===== config.mk =====
export PLATFORM = sky130hd
export DESIGN_NAME = four_way_mux_arbiter
export DESIGN_NICKNAME = d
export VERILOG_FILES = /design/src/rtl/four_way_mux_arbiter_pkg.sv /design/src/rtl/four_way_mux_arbiter_rr_pick4.sv /design/src/rtl/four_way_mux_arbiter.sv
export SDC_FILE = /design/constraint.sdc
export NUM_CORES = 1
export LEC_CHECK = 0
export BUFFER_PORTS_ARGS = -buffer_cell sky130_fd_sc_hd__clkbuf_2
export CORE_MARGIN = 2
export CORE_UTILIZATION = 30
export CTS_BUF_LIST = sky130_fd_sc_hd__clkbuf_8
export DETAILED_ROUTE_END_ITERATION = 8
export GPL_TIMING_DRIVEN = 0
export PLACE_DENSITY = 0.64
export SLEW_MARGIN = 20
export SYNTH_ARGS = -nofsm -noshare
export SYNTH_HDL_FRONTEND = slang
export SYNTH_HIERARCHICAL = 1
export SYNTH_SLANG_ARGS = --single-unit

===== constraint.sdc =====
create_clock -name clk -period 2.7 [get_ports clk]
set_input_delay 0.405 -clock clk [delete_from_list [all_inputs] [get_ports clk]]
set_output_delay 0.405 -clock clk [all_outputs]
set_load 0.03 [all_outputs]

===== src/rtl/four_way_mux_arbiter_pkg.sv =====
// Shared constants, state encoding and helpers for the four-way mux arbiter.
package four_way_mux_arbiter_pkg;

    localparam int DEF_WIDTH = 16;
    localparam int SEL_W     = 2;
    localparam int NREQ      = 4;
    localparam int CNT_W     = 4;

    typedef enum logic {
        IDLE  = 1'b0,
        GRANT = 1'b1
    } state_t;

    function automatic logic [NREQ-1:0] onehot4(input logic [SEL_W-1:0] idx);
        logic [NREQ-1:0] v;
        v      = '0;
        v[idx] = 1'b1;
        return v;
    endfunction

endpackage


===== src/rtl/four_way_mux_arbiter_rr_pick4.sv =====
// Combinational rotating picker: first set request scanning ptr, ptr+1, ... mod 4.
module rr_pick4
    import four_way_mux_arbiter_pkg::*;
(
    input  logic [NREQ-1:0]  req,
    input  logic [SEL_W-1:0] ptr,
    output logic             found,
    output logic [SEL_W-1:0] idx
);

    // Scan from the farthest position back to ptr so the nearest set bit wins last.
    always_comb begin
        found = |req;
        idx   = ptr;
        for (int k = NREQ - 1; k >= 0; k--) begin
            if (req[ptr + SEL_W'(k)]) begin
                idx = ptr + SEL_W'(k);
            end
        end
    end

endmodule


===== src/rtl/four_way_mux_arbiter.sv =====
// Round-robin arbiter sequencing a shared four-way mux between four requesters.
// Build option: define FOUR_WAY_ARB_FIXED_PRIO_EN for fixed priority (in0 highest) instead of round-robin.
module four_way_mux_arbiter
    import four_way_mux_arbiter_pkg::*;
#(
    parameter int WIDTH    = DEF_WIDTH,
    parameter int MAX_HOLD = 4
) (
    input  logic             clk,
    input  logic             reset,
    input  logic [NREQ-1:0]  req,
    input  logic [WIDTH-1:0] in0,
    input  logic [WIDTH-1:0] in1,
    input  logic [WIDTH-1:0] in2,
    input  logic [WIDTH-1:0] in3,
    input  logic             out_ready,
    output logic [NREQ-1:0]  grant,
    output logic [SEL_W-1:0] sel,
    output logic [WIDTH-1:0] out,
    output logic             out_valid,
    output logic [NREQ-1:0]  ack
);

    localparam logic [CNT_W-1:0] HOLD_LIM = CNT_W'(MAX_HOLD);

    state_t           state_q, state_d;
    logic [NREQ-1:0]  grant_q, grant_d;
    logic [SEL_W-1:0] sel_q, sel_d;
    logic [CNT_W-1:0] cnt_q, cnt_d;
    logic [SEL_W-1:0] pick_ptr;
    logic             pick_found;
    logic [SEL_W-1:0] pick_idx;
    logic             active;
    logic             xfer;
    logic             last_xfer;

`ifdef FOUR_WAY_ARB_FIXED_PRIO_EN
    assign pick_ptr = '0;
`else
    logic [SEL_W-1:0] ptr_q, ptr_d;
    assign pick_ptr = ptr_q;
`endif

    rr_pick4 u_pick (
        .req   (req),
        .ptr   (pick_ptr),
        .found (pick_found),
        .idx   (pick_idx)
    );

    // Reset blanks the datapath in the same cycle so an abandoned burst never acks.
    assign active    = (state_q == GRANT) && !reset;
    assign out_valid = active && req[sel_q];
    assign xfer      = out_valid && out_ready;
    assign last_xfer = xfer && ((cnt_q + CNT_W'(1)) == HOLD_LIM);
    assign ack       = xfer ? grant_q : '0;
    assign grant     = grant_q;
    assign sel       = sel_q;

    always_comb begin
        out = '0;
        if (active) begin
            case (sel_q)
                2'd0:    out = in0;
                2'd1:    out = in1;
                2'd2:    out = in2;
                default: out = in3;
            endcase
        end
    end

    // NOTE: every next-state signal is defaulted to its current value first so no latch is inferred.
    always_comb begin
        state_d = state_q;
        grant_d = grant_q;
        sel_d   = sel_q;
        cnt_d   = cnt_q;
`ifndef FOUR_WAY_ARB_FIXED_PRIO_EN
        ptr_d   = ptr_q;
`endif
        case (state_q)
            IDLE: begin
                if (pick_found) begin
                    state_d = GRANT;
                    grant_d = onehot4(pick_idx);
                    sel_d   = pick_idx;
                    cnt_d   = '0;
                end
            end
            GRANT: begin
                if (!req[sel_q] || last_xfer) begin
                    state_d = IDLE;
                    grant_d = '0;
                    cnt_d   = '0;
`ifndef FOUR_WAY_ARB_FIXED_PRIO_EN
                    ptr_d   = sel_q + SEL_W'(1);
`endif
                end else if (xfer) begin
                    cnt_d = cnt_q + CNT_W'(1);
                end
            end
            default: state_d = IDLE;
        endcase
    end

    // NOTE: state registers use non-blocking assignments so all flops update together on the edge.
    always_ff @(posedge clk) begin
        if (reset) begin
            state_q <= IDLE;
            grant_q <= '0;
            sel_q   <= '0;
            cnt_q   <= '0;
`ifndef FOUR_WAY_ARB_FIXED_PRIO_EN
            ptr_q   <= '0;
`endif
        end else begin
            state_q <= state_d;
            grant_q <= grant_d;
            sel_q   <= sel_d;
            cnt_q   <= cnt_d;
`ifndef FOUR_WAY_ARB_FIXED_PRIO_EN
            ptr_q   <= ptr_d;
`endif
        end
    end

endmodule


==> results of run 1 <==
-- power by group through the flow --
stage               combinational (mW)  sequential, mW  clock [mW]
detailed placement               0.282           0.221           0
global route                     0.309           0.219       0.183
global placement                 0.279           0.221           0
CTS                              0.283           0.217       0.175
floorplan                        0.170           0.230           0
finish                           0.282           0.217       0.170
-- per-layer routing --
layer  global-route usage  up-vias  wire (um)
met5                    0        -          0
met4               0.0306        0         19
met3               0.0233        2        429
met2                0.321       84       1920
met1                0.192      701       1640
li1                     -      818          -
-- per-stage QoR --
stage	hold slack [ps]	worst slack [ps]	power (mW)	util
after detailed placement	475	230	0.502	0.446
after floorplan	454	292	0.399	-
after global routing	513	25.7	0.711	0.459
after CTS	484	26.5	0.675	0.458
after global placement	473	264	0.499	0.446
final	483	166	0.670	0.459
-- logic make-up after synthesis --
kind of cell               after synthesis  share of synthesized area
and+or+nand+nor                         68                      0.267
muxes                                    6                     0.0597
buffers and inverters                   20                     0.0618
DFF                                     13                      0.214
AOI/OAI and AO/OA                       50                      0.346
adders and majority gates                5                     0.0515
-- final cells by class --
type,instances,area [um2],share of cell area
Buffer,10,40.0,0.0221
Clock buffer,3,41.3,0.0228
Clock inverter,1,3.75,0.00208
Inverter,10,37.5,0.0208
Multi-Input combinational cell,129,880,0.487
Sequential cell,13,263,0.145
Tap cell,50,62.6,0.0346
Timing Repair Buffer,96,480,0.266
-- cell usage in the layout (no fill, tap or decap), types with 2 or more instances in the layout --
master | Yosys | layout
ha_1 | 5 | 5
and3_1 | 5 | 5
nand4_1 | 2 | 2
dfxtp_1 | 13 | 11
o22ai_1 | 2 | 2
nand2_1 | 24 | 24
a222oi_1 | 16 | 16
a31oi_1 | 2 | 2
clkbuf_1 | 10 | 8
dfxtp_2 | 0 | 2
nor2b_1 | 3 | 3
o21ai_0 | 2 | 2
nor3_1 | 2 | 2
o21a_1 | 16 | 16
a32o_1 | 4 | 4
clkbuf_8 | 0 | 3
mux2i_1 | 5 | 5
nor2_1 | 22 | 22
inv_1 | 10 | 11
and2b_2 | 2 | 2
clkbuf_2 | 0 | 98
o221a_2 | 2 | 2
a21oi_1 | 2 | 2
-- worst reg2reg max path, delay by kind of cell, from the launching register on --
family,cells,cell delay (ps)
buffers and inverters,1,70
flip-flops,1,380
AND/OR/NAND/NOR,3,870
AO/OA/AOI/OAI,1,240
-- path summary, 6_finish.rpt --
kind	end	slack, ps
worst min register to register	cnt_q[2]	480
worst max register to register	grant[0]	1030
worst max-delay path	out[11]	170
worst min-delay path	sel[1]	480
-- state kept, by name, indices dropped and copies added (netlist names) --
signal and count:
state_q 1, pick_ptr 2, sel 2, cnt_q 4, grant 4
==> metrics.txt, run 1 <==
Placed Cells 308; Port Buffers 96; Post-CTS Hold Fix Bufs 0; post-synth cell types 33; WL/cell roughly 13 um; CTS tree built; die height between 60 and 70 um; skew final roughly 1.9 ps; critical path depth 8; htree depth 1; most used flip-flop cell after synthesis dfxtp_1; area of the core approximately 3900 um2; crit end category output port; final instance area between 1500 and 2000 um2; Critical R2R Launch pick_ptr[0]; Yosys warnings 6; period utilization 0.938; CP bufs+invs 4; post-synth top area cell dfxtp_1; critical path class register to output port; share of layout cells above drive strength 1 0.412; top cells by count, synth 24 x nand2_1, 22 x nor2_1, 16 x a222oi_1, 16 x o21a_1, 13 x dfxtp_1; Rows 23; Worst setup SP type register; Mapped Cells 162; iteration-0 DRC count of the detailed router between 80 and 90; initial antenna violation count 0; Worst path max stage delay around 400 ps; count leader, synth nand2_1; Synth async-reset ratio 0; Final Max Slew Viols 0; Clock Latency Late Sink 240 ps; Static Leak 0.895 nW; minimum clock period about 2500 ps; post-synthesis register bit count 13; Mean Syn Cell Area 7.50 um2; Placed Instance Area 1760 um2; area delta synth->final 48.8%; gr usage total 0.166; cell mode on critical path clkbuf_2; sequential share of power 0.324; CTS root buf clkbuf_8; sequential share of the synthesized area 0.214; CTS clk-pin slew, worst paths 60 ps; Setup Buffers After CTS 0; Worst Tran Pin Value around 480 ps; Longest Clk Path Bufs 2; clock share of power 0.255; first-pass GRT wire length around 6000 um; WP data required about 2300 ps; maximum vdd drop between 0.0002 and 0.0003 V; Cell Pwr Density 370 nW/um2; Vias/cell 5.14; Initial Util 0.308; number of diodes 0; Slew headroom 0.681; CTS Buf Count 3; Area contributors post-synth dfxtp_1 21%, a222oi_1 13%, o21a_1 9.9%; Post-CTS Resized 1; via count about 1600; combinational share of power 0.421; Max Fclk just under 400 MHz; syn nets 238; fillcell total 402; ANT nets after route 0; largest net degree at the start of global routing 11; HPWL Detailed roughly 3300 um; Synth top area share 0.214; total gr overflow 0; RSZ-0062 raised after global routing no; worst r2r path cells 5; Worst Path Arrival 2130 ps; Final #Nets 339; drt first pass iters 5; Worst path top cell family by delay buffers and inverters; sequence of cells on the critical path inv_1, ha_1, clkbuf_1, clkbuf_2, a222oi_1, o21a_1, nor2_1, clkbuf_2; total internal power between 400 and 500 uW; outcome finished, final reports clean; die width about 68 um; Placer Congestion slightly above 0.7; endpoints failing hold 0; switching share of power 0.356; number of global-route vias before repair between 1000 and 1500; die area roughly 4600 um2; I/O pins 98; number of synthesized flops with an enable pin 0; drt drc 0; CP Launch Point sel[1]; CTS Sinks 13; Max Cap Viol 0; # setup viols final 0; Min-Delay Path Depth 2; Worst Hold Class primary input to register; Net Switching 239 uW; WL final 4000 um; fin cells 312; post-synthesis cell area about 1200 um2; Crit-path slowest cell dfxtp_2; Hold Startpoint reset; worst-path maximum fanout 10; Setup TNS 0 ps
Note: power is estimated with default switching activity, not from simulation.
==> run 2, diff against run 1 <==
CAP_MARGIN = 20   (was default)
CTS_BUF_LIST = default   (was sky130_fd_sc_hd__clkbuf_8)
==> run 2 against run 1 <==
Via count shrank 0.19%. Global-route usage is the same. Flip-flop and latch count is the same. Clock power grew 2%. Sequential share of layout area is the same. Die area is the same. Critical endpoint unchanged.
==> metrics.txt, run 2 (synthesis results as in run 1) <==
outcome finished, final reports clean; area of the core 3940 um2 (unchanged); switching share of power 0.354 (-0.00217); CTS clk-pin slew, worst paths 60 ps (about the same); WHS 483 ps (+0.150 ps); worst-path maximum fanout 10 (unchanged); initial antenna violation count 0 (unchanged); minimum clock period 2530 ps (+0.744 ps); maximum vdd drop 0.000285 V (about the same); die area 4570 um2 (unchanged); RSZ-0062 raised after global routing no; Port Buffers 96 (unchanged); Final Max Slew Viols 0 (unchanged); CTS Sinks 13 (unchanged); CTS root buf clkbuf_8; drt drc 0 (unchanged); total gr overflow 0 (unchanged); largest net degree at the start of global routing 11 (unchanged); most frequent standard cell in the layout excluding fill and tap cells clkbuf_2; combinational share of power 0.419 (-0.002); commonest non-fill, non-tap cells in the layout 98 x clkbuf_2, 24 x nand2_1, 22 x nor2_1; area delta synth->final 48.8% (unchanged); Worst Hold Class primary input to register; Static Leak 0.891 nW (-0.46%); Placer Congestion 0.723 (unchanged); Rows 23 (unchanged); Final #Nets 339 (unchanged); clock share of power 0.259 (+0.004); Max Cap Viol 0 (unchanged); die height 67.6 um (unchanged); skew final 1.94 ps (+0.0542 ps); crit end category output port; number of global-route vias before repair 1426 (unchanged); Initial Util 0.308 (unchanged); Longest Clk Path Bufs 2 (unchanged); WP data required 2300 ps (about the same); Cell Pwr Density 373 nW/um2 (+0.55%); gr usage total 0.166 (unchanged); worst r2r path cells 5 (unchanged); Worst setup SP type register; I/O pins 98 (unchanged); share of layout cells above drive strength 1 0.412 (unchanged); # setup viols final 0 (unchanged); via count 1602 (-0.19%); WL/cell 12.8 um (-0.15%); number of diodes 0 (unchanged); endpoints failing hold 0 (unchanged); Worst Tran Pin Value 479 ps (unchanged); total internal power 435 uW (+0.89%); HPWL Detailed 3250 um (unchanged); CTS Buf Count 3 (unchanged); Post-CTS Hold Fix Bufs 0 (unchanged); Setup TNS 0 ps (unchanged); period utilization 0.939 (about the same); R2R Setup Slk 1030 ps (about the same); drt first pass iters 4 (-1); Worst Path Arrival 2130 ps (about the same); htree depth 1 (unchanged); Max Fclk 395 MHz (about the same); sequential share of power 0.323 (about the same); Critical R2R Launch pick_ptr[0]; Total Power 673 uW (+0.55%); Slew headroom 0.681 (unchanged); Vias/cell 5.13 (-0.19%); CP Launch Point sel[0]; Net Switching 239 uW (about the same); crit path capture out[11]; RR Endpoint grant[0]; Clock Latency Late Sink 240 ps (about the same); ANT nets after route 0 (unchanged); die width 67.6 um (unchanged); WL final 4000 um (-0.15%); iteration-0 DRC count of the detailed router 81 (unchanged); first-pass GRT wire length 6030 um (unchanged); CTS tree built; critical path class register to output port
## run 2: final cells by class
type	count	area, um2
fill	402	2130
multi-input combinational	129	880
timing repair buffer	96	480
sequential	13	263
tap	50	62.6
clock buffer	4	45.0
buffer	10	40.0
inverter	10	37.5
## run 2: how the worst min path moves through the flow
| stage | depth (start not counted) | to | from |
|---|---|---|---|
| global route | 2 | cnt_q[2] | cnt_q[2] |
| detailed placement | 2 | cnt_q[2] | cnt_q[2] |
| finish | 2 | sel[1] | reset |
| floorplan | 2 | cnt_q[2] | cnt_q[2] |
| CTS | 2 | cnt_q[2] | cnt_q[2] |
| global placement | 2 | cnt_q[2] | cnt_q[2] |
## run 2: power groups by stage
stage / logic, mW / clock network, mW / registers, mW
5_1_grt: 0.309 / 0.186 / 0.219
3_3_place_gp: 0.279 / 0 / 0.221
6_report: 0.282 / 0.174 / 0.217
3_5_place_dp: 0.282 / 0 / 0.221
2_1_floorplan: 0.170 / 0 / 0.230
4_1_cts: 0.283 / 0.179 / 0.217
## run 2: stage by stage
step | worst slack [ps] | std cells | utilization | instance area, um2
floorplan | 292 | 162 | - | 1210
global placement | 264 | 308 | 0.446 | 1760
detailed placement | 230 | 308 | 0.446 | 1760
CTS | 26.8 | 312 | 0.458 | 1800
global route | 26.2 | 312 | 0.459 | 1810
finish | 166 | 312 | 0.459 | 1810
## run 2: repair_timing
action                                  CTS  global route
setup buffers                             0             0
endpoints found under the setup margin    3            10
gates resized for setup                   1             4
## run 2: worst max-delay path, cell delays in order (launching register included)
cell and delay [ps]:
dfxtp_2 410, inv_1 80, ha_1 300, clkbuf_1 260
a222oi_1 440, o21a_1 160, nor2_1 40, clkbuf_2 190
## run 2: routing by layer
| metal | global-route usage | routed length, um |
|---|---|---|
| met4 | 0.0306 | 18 |
| met2 | 0.321 | 1910 |
| met3 | 0.0233 | 427 |
| met1 | 0.192 | 1640 |
| met5 | 0 | 0 |
